==> src/rtl/commit_unit_pkg.sv <==
// rtl/commit_unit_pkg.sv - shared CSR map, trap constants and FSM encoding for commit_unit
package commit_unit_pkg;

  localparam logic [11:0] CSR_MSTATUS = 12'h300;
  localparam logic [11:0] CSR_MTVEC   = 12'h305;
  localparam logic [11:0] CSR_MEPC    = 12'h341;
  localparam logic [11:0] CSR_MCAUSE  = 12'h342;

  // Environment call from M-mode
  localparam logic [31:0] MCAUSE_ECALL_M = 32'd11;
  // MPP = 2'b11 (machine mode) out of reset
  localparam logic [31:0] MSTATUS_RESET  = 32'h0000_1800;

  typedef enum logic {
    ST_IDLE     = 1'b0,
    ST_REDIRECT = 1'b1
  } state_t;

endpackage

==> src/rtl/gpr_file.sv <==
// rtl/gpr_file.sv - general-purpose register array, one write port, two read ports, x0 hardwired
module gpr_file #(
  parameter int NR_GPR = 32
) (
  input  logic                        clk,
  input  logic                        rst,
  input  logic                        wen,
  input  logic [$clog2(NR_GPR)-1:0]   waddr,
  input  logic [31:0]                 wdata,
  input  logic [$clog2(NR_GPR)-1:0]   raddr1,
  input  logic [$clog2(NR_GPR)-1:0]   raddr2,
  output logic [31:0]                 rdata1,
  output logic [31:0]                 rdata2
);

  logic [31:0] regs [NR_GPR];

  // Clear on reset; writes to x0 are dropped so it never holds a value
  always_ff @(posedge clk) begin
    if (rst) begin
      for (int i = 0; i < NR_GPR; i++) begin
        regs[i] <= '0;
      end
    end else if (wen && (waddr != '0)) begin
      regs[waddr] <= wdata;
    end
  end

  // Reads see pre-edge contents; there is deliberately no write bypass
  assign rdata1 = (raddr1 == '0) ? '0 : regs[raddr1];
  assign rdata2 = (raddr2 == '0) ? '0 : regs[raddr2];

endmodule

==> src/rtl/commit_unit.sv <==
// rtl/commit_unit.sv - architectural commit of GPR/CSR writes and next-PC handoff to fetch
module commit_unit
  import commit_unit_pkg::*;
#(
  parameter int NR_GPR = 32
) (
  input  logic                       clk,
  input  logic                       rst,
  input  logic                       wb_valid,
  output logic                       wb_ready,
  input  logic [31:0]                wb_pc,
  input  logic [31:0]                wb_dnpc,
  input  logic                       gpr_wen,
  input  logic [$clog2(NR_GPR)-1:0]  rd,
  input  logic [31:0]                gpr_wdata,
  input  logic                       csr_wen,
  input  logic [11:0]                csr_waddr,
  input  logic [31:0]                csr_wdata,
  input  logic                       is_ecall,
  input  logic                       is_mret,
  input  logic [$clog2(NR_GPR)-1:0]  rs1,
  input  logic [$clog2(NR_GPR)-1:0]  rs2,
  output logic [31:0]                rdata1,
  output logic [31:0]                rdata2,
  input  logic [11:0]                csr_raddr,
  output logic [31:0]                csr_rdata,
  output logic [31:0]                mtvec_out,
  output logic [31:0]                mepc_out,
  output logic                       npc_valid,
  input  logic                       npc_ready,
  output logic [31:0]                npc
);

  state_t      state, state_next;
  logic        commit;
  logic [31:0] mstatus, mtvec, mepc, mcause;
  logic        mret_unused;

  assign wb_ready  = (state == ST_IDLE);
  assign npc_valid = (state == ST_REDIRECT);
  assign commit    = wb_valid && wb_ready;

  // mret changes no CSR here; writeback already built its dnpc from mepc_out
  assign mret_unused = is_mret;

  // Next-state: one commit, then hold the redirect until fetch takes it
  always_comb begin
    state_next = state;
    case (state)
      ST_IDLE:     if (commit)    state_next = ST_REDIRECT;
      ST_REDIRECT: if (npc_ready) state_next = ST_IDLE;
      default:                    state_next = ST_IDLE;
    endcase
  end

  // State register; reset drops any pending redirect
  always_ff @(posedge clk) begin
    if (rst) state <= ST_IDLE;
    else     state <= state_next;
  end

  // Latch the committed instruction's next PC; held stable through REDIRECT
  always_ff @(posedge clk) begin
    if (rst)         npc <= '0;
    else if (commit) npc <= wb_dnpc;
  end

  // CSR writes; the ecall assignments come last so the trap overrides mepc/mcause writes
  always_ff @(posedge clk) begin
    if (rst) begin
      mstatus <= MSTATUS_RESET;
      mtvec   <= '0;
      mepc    <= '0;
      mcause  <= '0;
    end else if (commit) begin
      if (csr_wen) begin
        case (csr_waddr)
          CSR_MSTATUS: mstatus <= csr_wdata;
          CSR_MTVEC:   mtvec   <= csr_wdata;
          CSR_MEPC:    mepc    <= csr_wdata;
          CSR_MCAUSE:  mcause  <= csr_wdata;
          default:     ;
        endcase
      end
      if (is_ecall) begin
        mepc   <= wb_pc;
        mcause <= MCAUSE_ECALL_M;
      end
    end
  end

  // Combinational CSR read; unimplemented addresses read as zero
  always_comb begin
    csr_rdata = '0;
    case (csr_raddr)
      CSR_MSTATUS: csr_rdata = mstatus;
      CSR_MTVEC:   csr_rdata = mtvec;
      CSR_MEPC:    csr_rdata = mepc;
      CSR_MCAUSE:  csr_rdata = mcause;
      default:     csr_rdata = '0;
    endcase
  end

  assign mtvec_out = mtvec;
  assign mepc_out  = mepc;

  gpr_file #(.NR_GPR(NR_GPR)) u_gpr_file (
    .clk    (clk),
    .rst    (rst),
    .wen    (commit && gpr_wen),
    .waddr  (rd),
    .wdata  (gpr_wdata),
    .raddr1 (rs1),
    .raddr2 (rs2),
    .rdata1 (rdata1),
    .rdata2 (rdata2)
  );

endmodule

==> config.mk <==
export PLATFORM = sky130hd
export DESIGN_NAME = commit_unit
export DESIGN_NICKNAME = d
export VERILOG_FILES = /design/src/rtl/commit_unit_pkg.sv /design/src/rtl/gpr_file.sv /design/src/rtl/commit_unit.sv
export SDC_FILE = /design/constraint.sdc
export NUM_CORES = 2
export LEC_CHECK = 0
export ABC_AREA = 1
export CELL_PAD_IN_SITES_DETAIL_PLACEMENT = 1
export CELL_PAD_IN_SITES_GLOBAL_PLACEMENT = 2
export CORE_ASPECT_RATIO = 0.9
export CORE_UTILIZATION = 36
export CTS_BUF_LIST = sky130_fd_sc_hd__clkbuf_8
export DETAILED_ROUTE_END_ITERATION = 7
export DONT_BUFFER_PORTS = 1
export GPL_TIMING_DRIVEN = 0
export PLACE_DENSITY_LB_ADDON = 0.12
export SYNTH_ARGS = -nofsm -noshare
export SYNTH_HDL_FRONTEND = slang
export SYNTH_SLANG_ARGS = --single-unit
==> constraint.sdc <==
create_clock -name clk -period 2.75 [get_ports clk]
set_input_delay 0.6875 -clock clk [delete_from_list [all_inputs] [get_ports clk]]
set_output_delay 0.6875 -clock clk [all_outputs]
set_load 0.02 [all_outputs]
==> results.json <==
{
  "wirelength_mm": 465,
  "clock_latency_ps": 1110,
  "synth_edf_count": 1024,
  "relSlewSlack_pct": 4.34,
  "core_um2": 176000,
  "path_class": "in -> out",
  "crit_fanout": 10,
  "setup_viol": 206,
  "port_buffers": 0,
  "violations": "DRC, setup timing",
  "htree_levels": 4,
  "io_pins": 369,
  "fmax_ghz": 0.308,
  "final_antenna_net_count": 0,
  "leakagePower_nw": 33.5,
  "syn_area_per_cell_um2": 7.67,
  "worst_slew_pin_slew_ps": 1420,
  "vias": 72524,
  "synth.cell_area_um2": 63900,
  "fin_crit_sh_pct": 118,
  "die_w_um": 446,
  "hold_viol_final": 0,
  "clk_pin_slew_worst_paths_ps": 70,
  "rsz0062_at_grt": "yes",
  "hold_slack_ps": 15.7,
  "worstSetupEndpointType": "output pin",
  "critPathLaunchType": "input pin",
  "hpwl_mm": 324,
  "grt_pass1_vias": 68052,
  "slew_viol_final": 0,
  "yosysWarnings": 0,
  "total_power_mw": 47.1,
  "grt_pass1_wl_mm": 602,
  "track_usage_pct": 50.4,
  "synthCells": 8325,
  "ys_seq_area_share_pct": 53.2,
  "firstDrtPassIters": 8,
  "cts-root-buf": "clkbuf_8",
  "run_status": "finished with violations",
  "synth_top_area_share_pct": 48.2,
  "drt_iter0_markers": 11996,
  "grt_max_degree": 33,
  "peakVddDrop_uv": 377,
  "initial_core_util_pct": 36.3,
  "numClockSinks": 1185,
  "hold_path_class": "in -> reg",
  "yosysTopAreaCell": "edfxtp_1",
  "nets": 8984,
  "grt_overflow": 0,
  "cap_viol_max_count": 0,
  "arrival_ps": 2560,
  "fp.dieArea_um2": 179000,
  "synth_most_common_cell": "nand2_1",
  "cts_buffer_depth": 3,
  "fin_ws_ps": -494,
  "dp_slack_ps": -2260,
  "wl_per_cell_um": 40.8,
  "fin_skew_ps": 58.2,
  "synth-seq-cells": 1185,
  "synth_cell_types": 30,
  "min_path_cells": 2,
  "drc": 1,
  "areaGrowthSynthToFinish_pct": 27.6,
  "fin_crit_ps": 3240,
  "drive_gt1_share_pct": 18.6,
  "ys_async_sr_fraction_pct": 0,
  "antenna_found_initial": 67,
  "cts_tree": "built",
  "cts-buffers-inserted": 219,
  "cp.required_ps": 2060,
  "via_per_inst": 6.36,
  "r2r_cells": 8,
  "synth_common_cells": "2297 x nand2_1, 1919 x nor2_1, 1024 x edfxtp_1",
  "synth_flop_cell": "edfxtp_1",
  "powerDensity_nw_per_um2": 579,
  "die_h_um": 402,
  "synthTopCellsByArea": "edfxtp_1 48%, nand2_1 14%, nor2_1 11%",
  "place.gp.congestion": 1.04,
  "fp-row-count": 146
}
[path summary, 6_finish.rpt]
check	from	to	slack (ps)
max	rs2[2]	rdata2[20]	-490
max reg2reg	npc_valid	u_gpr_file.regs[22][5]	-90
min reg2reg	mstatus[29]	mstatus[29]	490
min	gpr_wdata[31]	u_gpr_file.regs[1][31]	20
[layer usage]
metal,share of wire [%],up-vias,track usage [%]
li1,-,28472,-
met1,36,36037,61.1
met2,40,6266,69.2
met3,15,1684,21.8
met4,9.6,65,40.3
met5,0.14,-,0.915
[worst max-delay path, cell delays in order]
cell	delay (ps)
clkbuf_1	900
nand3_1	370
nand2_1	150
nand2_1	60
nand2_1	100
nor2_2	60
nor2_4	220
[report_power, final]
group          internal (mW)  switching, mW
clock                   8.20           8.91
sequential              20.2          0.515
combinational           2.32           7.01
total                   30.7           16.4
[cell families after synthesis]
kind of cell | count (synthesis) | share of synthesized area, %
AND/OR/NAND/NOR | 5324 | 33.7
flip-flops | 1185 | 53.2
buffers and inverters | 979 | 6.30
AO/OA/AOI/OAI | 836 | 6.83
other | 1 | 0.00587
[cell usage in the layout, fill, tap and decap left out, drive strengths merged]
| master | n |
|---|---|
| conb | 32 |
| dlygate4sd3 | 101 |
| clkbuf | 604 |
| and3 | 8 |
| bufinv | 3 |
| nor3 | 12 |
| nor2 | 1924 |
| o21ai | 558 |
| o211ai | 20 |
| inv | 350 |
| nand3 | 1015 |
| nor4 | 2 |
| clkdlybuf4s18 | 1 |
| o21a | 1 |
| a21oi | 217 |
| nand2 | 2299 |
| o2111ai | 30 |
| clkdlybuf4s15 | 5 |
| edfxtp | 1024 |
| dfxtp | 161 |
| clkinv | 69 |
| or2 | 1 |
| nand4 | 61 |
| o22ai | 10 |
| diode | 50 |
| nand3b | 3 |
| bufbuf | 1 |
| clkinvlp | 8 |
| buf | 466 |
[registers in the layout, indices dropped and copies added (netlist names)]
signal and cells:
mcause 32, u_gpr_file.regs 1024, npc_valid 1, mstatus 32
mepc_out 32, npc 32, mtvec_out 32
[repair_timing]
action	CTS	global route
pin swaps	121	372
hold buffers	101	0
hold endpoints to repair	164	0
buffers inserted	50	39
endpoints found under the setup margin	2057	1064
gates resized for setup	1419	821
cloned	5	4
[through the flow]
stage          instance area [um2]  std cells  TNS (ps)  utilization, %
3_3_place_gp                 66900      10724  -2849120            38.0
2_1_floorplan                64000       8356         0               -
3_5_place_dp                 67800      10759  -1710690            38.5
6_report                     81500      11404    -26670            46.3
4_1_cts                      78200      11313   -144970            44.4
5_1_grt                      81400      11369    -18810            46.2
[layout make-up]
cell class / count / area (um2)
Fill cell: 20992 / 94600
Sequential cell: 1185 / 34000
Multi-Input combinational cell: 6193 / 30100
Buffer: 707 / 6220
Clock buffer: 238 / 3280
Timing Repair Buffer: 233 / 2990
Tap cell: 2368 / 2960
Inverter: 270 / 1030
Clock inverter: 160 / 781
Antenna cell: 50 / 125
(Power assumes the default switching activity.)
